`config.mk`:
```
export PLATFORM = sky130hd
export DESIGN_NAME = lab2_proc_imul_var_unit
export DESIGN_NICKNAME = d
export VERILOG_FILES = /design/src/rtl/lab2_proc_imul_pkg.sv /design/src/rtl/lab2_proc_imul_var_dpath.sv /design/src/rtl/lab2_proc_imul_var_unit.sv
export SDC_FILE = /design/constraint.sdc
export NUM_CORES = 1
export LEC_CHECK = 0
export BUFFER_PORTS_ARGS = -buffer_cell sky130_fd_sc_hd__buf_2
export CORE_MARGIN = 2
export CORE_UTILIZATION = 58
export DETAILED_ROUTE_END_ITERATION = 6
export PLACE_DENSITY = 0.77
export SLEW_MARGIN = 20
export SYNTH_ARGS = -nofsm -noshare
export SYNTH_HDL_FRONTEND = slang
export SYNTH_HIERARCHICAL = 1
export SYNTH_SLANG_ARGS = --single-unit
```
`constraint.sdc`:
```
create_clock -name clk -period 3.91 [get_ports clk]
set_input_delay 0.5865 -clock clk [delete_from_list [all_inputs] [get_ports clk]]
set_output_delay 0.5865 -clock clk [all_outputs]
set_load 0.1 [all_outputs]
```
`src/rtl/lab2_proc_imul_pkg.sv`:
```
// Shared encodings for the iterative integer multiply unit: RV32M multiply
// function codes and the control FSM state type.
package lab2_proc_imul_pkg;

    localparam logic [1:0] IMUL_FN_MUL    = 2'd0;
    localparam logic [1:0] IMUL_FN_MULH   = 2'd1;
    localparam logic [1:0] IMUL_FN_MULHSU = 2'd2;
    localparam logic [1:0] IMUL_FN_MULHU  = 2'd3;

    typedef enum logic [1:0] {
        IDLE = 2'd0,
        CALC = 2'd1,
        DONE = 2'd2
    } imul_state_e;

endpackage

```
`src/rtl/lab2_proc_imul_var_dpath.sv`:
```
// Shift-add datapath for the multiply unit: operand magnitudes, accumulator,
// iteration counter and final sign fix-up. LAB2_PROC_IMUL_EARLY_TERM_EN stops early once b is spent.
module lab2_proc_imul_var_dpath
    import lab2_proc_imul_pkg::*;
#(
    parameter int unsigned p_nbits = 32
) (
    input  logic               clk,
    input  logic               reset,
    input  logic               ld,
    input  logic               step,
    input  logic               out_en,
    input  logic [1:0]         fn,
    input  logic [p_nbits-1:0] a,
    input  logic [p_nbits-1:0] b,
    output logic               last,
    output logic [p_nbits-1:0] result
);

    localparam int unsigned CW = $clog2(p_nbits) + 1;

    logic [2*p_nbits-1:0] a_reg;
    logic [2*p_nbits-1:0] acc;
    logic [p_nbits-1:0]   b_reg;
    logic [CW-1:0]        count;
    logic [1:0]           fn_reg;
    logic                 neg_reg;

    logic                 sign_a;
    logic                 sign_b;
    logic [p_nbits-1:0]   a_mag;
    logic [p_nbits-1:0]   b_mag;
    logic                 b_zero;
    logic                 count_last;
    logic                 upd;
    logic [2*p_nbits-1:0] prod;

    always_comb begin
        sign_a = ((fn == IMUL_FN_MULH) || (fn == IMUL_FN_MULHSU)) && a[p_nbits-1];
        sign_b = (fn == IMUL_FN_MULH) && b[p_nbits-1];
        // The negated most-negative value is still correct as an unsigned magnitude.
        a_mag  = sign_a ? (~a + 1'b1) : a;
        b_mag  = sign_b ? (~b + 1'b1) : b;
    end

    assign b_zero     = (b_reg == '0);
    assign count_last = (count == CW'(p_nbits - 1));

`ifdef LAB2_PROC_IMUL_EARLY_TERM_EN
    assign last = count_last || b_zero;
    assign upd  = step && !b_zero;
`else
    assign last = count_last;
    assign upd  = step;
`endif

    always_ff @(posedge clk or negedge reset) begin
        if (!reset) begin
            a_reg   <= '0;
            acc     <= '0;
            b_reg   <= '0;
            count   <= '0;
            fn_reg  <= IMUL_FN_MUL;
            neg_reg <= 1'b0;
        end else if (ld) begin
            a_reg   <= {{p_nbits{1'b0}}, a_mag};
            acc     <= '0;
            b_reg   <= b_mag;
            count   <= '0;
            fn_reg  <= fn;
            neg_reg <= sign_a ^ sign_b;
        end else if (upd) begin
            if (b_reg[0]) begin
                acc <= acc + a_reg;
            end
            a_reg <= a_reg << 1;
            b_reg <= b_reg >> 1;
            count <= count + CW'(1);
        end
    end

    always_comb begin
        prod   = neg_reg ? (~acc + 1'b1) : acc;
        result = '0;
        if (out_en) begin
            result = (fn_reg == IMUL_FN_MUL) ? prod[p_nbits-1:0] : prod[2*p_nbits-1:p_nbits];
        end
    end

endmodule

```
`src/rtl/lab2_proc_imul_var_unit.sv`:
```
// Iterative val/rdy integer multiply unit for the X stage (MUL/MULH/MULHSU/MULHU).
// Holds the control FSM; LAB2_PROC_IMUL_EARLY_TERM_EN enables early termination in the dpath.
module lab2_proc_imul_var_unit
    import lab2_proc_imul_pkg::*;
#(
    parameter int unsigned p_nbits = 32
) (
    input  logic               clk,
    input  logic               reset,
    input  logic               req_val,
    output logic               req_rdy,
    input  logic [1:0]         req_fn,
    input  logic [p_nbits-1:0] req_a,
    input  logic [p_nbits-1:0] req_b,
    output logic               resp_val,
    input  logic               resp_rdy,
    output logic [p_nbits-1:0] resp_result
);

    imul_state_e state_q;
    imul_state_e state_d;
    logic        init_q;
    logic        ld;
    logic        step;
    logic        last;

    // Keeps req_rdy low while reset is held and until the first edge after release.
    always_ff @(posedge clk or negedge reset) begin
        if (!reset) begin
            state_q <= IDLE;
            init_q  <= 1'b0;
        end else begin
            state_q <= state_d;
            init_q  <= 1'b1;
        end
    end

    always_comb begin
        state_d  = state_q;
        req_rdy  = 1'b0;
        resp_val = 1'b0;
        ld       = 1'b0;
        step     = 1'b0;
        unique case (state_q)
            IDLE: begin
                req_rdy = init_q;
                if (req_val && init_q) begin
                    ld      = 1'b1;
                    state_d = CALC;
                end
            end
            CALC: begin
                step = 1'b1;
                if (last) begin
                    state_d = DONE;
                end
            end
            DONE: begin
                resp_val = 1'b1;
                if (resp_rdy) begin
                    state_d = IDLE;
                end
            end
            default: state_d = IDLE;
        endcase
    end

    lab2_proc_imul_var_dpath #(
        .p_nbits(p_nbits)
    ) u_dpath (
        .clk   (clk),
        .reset (reset),
        .ld    (ld),
        .step  (step),
        .out_en(resp_val),
        .fn    (req_fn),
        .a     (req_a),
        .b     (req_b),
        .last  (last),
        .result(resp_result)
    );

endmodule

```
==> summary.md <==
| Metric | Value |
|---|---|
| Critical path endpoint category | `primary output` |
| Critical path startpoint | `u_dpath/acc[29]` |
| Setup Skew | `0.009178 ns` |
| Io pins | `104` |
| Hold crit path type | `in2async` |
| H-tree lvl count | `4` |
| Drt first pass iters | `6` |
| Initial Util | `59.50%` |
| Worst Tran Pin Value | `0.9132 ns` |
| Combinational group share of total power | `57.2%` |
| Setup TNS | `-1.461 ns` |
| Cts bufs inserted | `17` |
| Post-CTS Hold Buffers | `0` |
| Cells on worst reg2reg path | `13` |
| Flop pwr share | `28.5%` |
| FILL cells | `2,022` |
| Routed wire length | `40.74 mm` |
| Net switching power | `5.906 mW` |
| Synthesis-to-layout area growth | `15.56%` |
| Post-synth EDFFs | `0` |
| Ys async rst share | `100.0%` |
| Arr. time, crit path | `3.51 ns` |
| CP endpoint | `resp_result[26]` |
| Initial antenna violation count | `0` |
| Tot GR Track Use | `31.70%` |
| Yosys warnings | `6` |
| Post-synthesis cell type count | `73` |
| Max incr delay on CP | `0.61 ns` |
| Power share of the clock group | `14.3%` |
| Crit share post-route | `104.9%` |
| Largest net degree at the start of global routing | `176` |
| Ys flop type | `dfrtp_1` |
| Critical path class | `reg2out` |
| Max VDD drop | `357.1 uV` |
| Leakage Power | `7.760 nW` |
| Switching Share | `48.46%` |
| DRC viols | `0` |
| Worst Setup Start Kind | `register` |
| Fin nets | `1,939` |
| Vias in the first global route | `12,690` |
| Antenna Nets Post-Route | `0` |
| Max frequency | `243.9 MHz` |
| Mapped Cells | `1,709` |
| Die width | `159.6 microns` |
| Unrepaired setup endpoints after global routing | `yes` |
| Hold slack | `0.1664 ns` |
| Clock tree sinks | `172` |
| Worst path top cell family by delay | `simple AND/OR/NAND/NOR gates` |
| Clock tree buffer depth | `2` |
| Share of the yosys chip area belonging to registers | `30.63%` |
| Clock latency on the worst-skew pair | `0.44 ns` |
| Worst slew margin | `39.12%` |
| Status | `finished, violations left` |
| Row count | `56` |
| Commonest non-fill, non-tap cell in the layout | `nand2_1` |
| Clock period minus worst slack | `4.100 ns` |
| Die height | `159.6 microns` |
| Gr ovfl total | `0` |
| Core Region | `23,610 sq um` |
| Final Slew Violations | `0` |
| CTS tree | `done` |
| Critical-path cell list | `or4_4 > nor3_4 > nand2_2 > or3_4 > or3_4 > o41ai_4 > xnor2_1 > o211a_1 > buf_12` |
| Post-Synthesis Cell Area | `14,050 sq um` |
| Die footprint | `25,480 sq um` |
| Clock transition at path regs | `0.07 ns` |
| Clock Root Buffer | `clkbuf_16` |
| Vias after detailed routing | `13,490` |
| Reg-to-reg slack, setup | `0.23 ns` |
| Max Fanout on Critical Path | `4` |
| Endpoints failing hold | `0` |
| Post-synthesis register bit count | `172` |
| Most used cell, CP | `or3_4` |
| RD Place Congestion | `0.9580` |
| Critical R2R Capture | `u_dpath/acc[36]` |
| Reg2reg start | `u_dpath/acc[0]` |
| Commonest non-fill, non-tap cells in the layout | `233 x nand2_1, 176 x o21ai_0, 167 x dfrtp_1, 116 x nor2_1, 97 x a21oi_1` |
| CP required | `3.32 ns` |
| Antenna Cells | `0` |
| Avg Vias per Cell | `6.325` |
| Pwr dens | `750.8 nW/um^2` |
| 1st-iter DRT viols | `1,290` |
| Critical path buffers and inverters | `1` |
| Setup ws final | `-0.1899 ns` |
| Detailed placement HPWL | `29.91 mm` |
| Post-Syn Area per Cell | `8.221 sq um` |
| Ratio of cells with drive above 1 in the final layout | `14.45%` |
| Critical path depth in cells | `9` |
| DR WL/cell | `19.11 microns` |
| Final setup fails | `13` |
| Port bufs | `103` |
| Global-route wire length before repair | `65.55 mm` |
| Synth Net Count | `1,848` |
| Max Cap Viol | `0` |
| Pint | `6.283 mW` |
| CP max-delay cell | `or4_4` |
| Failing checks | `setup timing` |
power by group through the flow:
| stage | registers (mW) | clock network (mW) | logic [mW] |
|---|---|---|---|
| after floorplan | 3.11 | 0 | 4.99 |
| after global placement | 3.42 | 0 | 6.50 |
| after detailed placement | 3.44 | 0 | 6.60 |
| after CTS | 3.42 | 1.77 | 6.75 |
| after global routing | 3.56 | 1.84 | 7.66 |
| final | 3.47 | 1.75 | 6.98 |
cell usage after synthesis (16+ instances only):
cell type / instances / area, sq um
nand2_1: 236 / 885.9
o21ai_0: 181 / 905.9
dfrtp_1: 172 / 4304
nor2_1: 117 / 439.2
a21oi_1: 103 / 515.5
xor2_1: 94 / 823.3
mux2i_1: 92 / 920.9
clkbuf_1: 80 / 300.3
xnor2_1: 75 / 656.9
ha_1: 68 / 850.8
a21o_1: 40 / 300.3
inv_1: 36 / 135.1
o31ai_1: 36 / 270.3
nor3_1: 32 / 160.2
nand3_1: 29 / 145.1
nand4_1: 23 / 143.9
nor4_1: 20 / 125.1
or3_1: 19 / 118.9
o211a_1: 17 / 170.2
nor2b_1: 16 / 100.1
cell type report:
class	count	area, sq um	area share (%)
Tap cell	319	399.1	2.458
Clock inverter	13	146.4	0.9017
Timing Repair Buffer	165	1374	8.462
Inverter	36	135.1	0.8323
Clock buffer	19	442.9	2.728
Sequential cell	172	4313	26.56
Multi-Input combinational cell	1408	9425	58.05
routing by layer:
layer,track usage [%],up-vias,wire (microns)
li1,-,6369,-
met3,5.195,128,2648
met1,42.13,6443,17500
met5,0,-,0
met4,13.31,0,1537
met2,51.50,545,19060
cell families after synthesis:
kind of cell | synth area share (%)
buf+inv | 3.509
other cells | 0.02669
flops | 30.63
compound gates | 22.91
mux | 6.795
simple gates | 19.39
xor+xnor | 10.54
fa+ha+maj | 6.198
worst register-to-register path, stage by stage, from the launching register on:
cell,delay [ns]
dfrtp_1,0.45
ha_1,0.24
inv_1,0.06
fa_1,0.40
nor2b_1,0.12
o21ai_0,0.12
o221a_2,0.33
o311ai_1,0.45
buf_4,0.22
nand2_1,0.14
o31a_1,0.34
o41ai_1,0.39
xnor2_1,0.16
o21ai_0,0.08
worst min-delay path by stage:
stage                            from                end  slack (ns)  depth (start not counted)
floorplan                       reset             init_q        0.29                          0
global placement    u_dpath/b_reg[31]  u_dpath/b_reg[31]        0.48                          1
detailed placement  u_dpath/b_reg[31]  u_dpath/b_reg[31]        0.49                          1
CTS                             reset  u_dpath/a_reg[48]        0.19                          1
global route                    reset  u_dpath/a_reg[48]        0.22                          1
finish                          reset  u_dpath/a_reg[48]        0.17                          1
what timing repair did:
action	in CTS	in global routing
endpoints found under the setup margin	25	30
pin swaps	10	12
resized for setup	22	29
buffers inserted	10	8
gates cloned	0	0
metrics by stage:
stage                     instances  area (sq um)  utilization, %  total power [mW]  setup WS, ns
after CTS                      2124         16060           68.00             11.94       -0.1957
final                          2132         16240           68.76             12.19       -0.1899
after floorplan                1709         14080               -             8.091       0.02009
after global placement         2082         15320           64.88             9.913        0.1763
after global routing           2132         16240           68.76             13.05       -0.2861
after detailed placement       2082         15320           64.88             10.04      0.008377
Note: power is estimated with default switching activity, not from simulation.
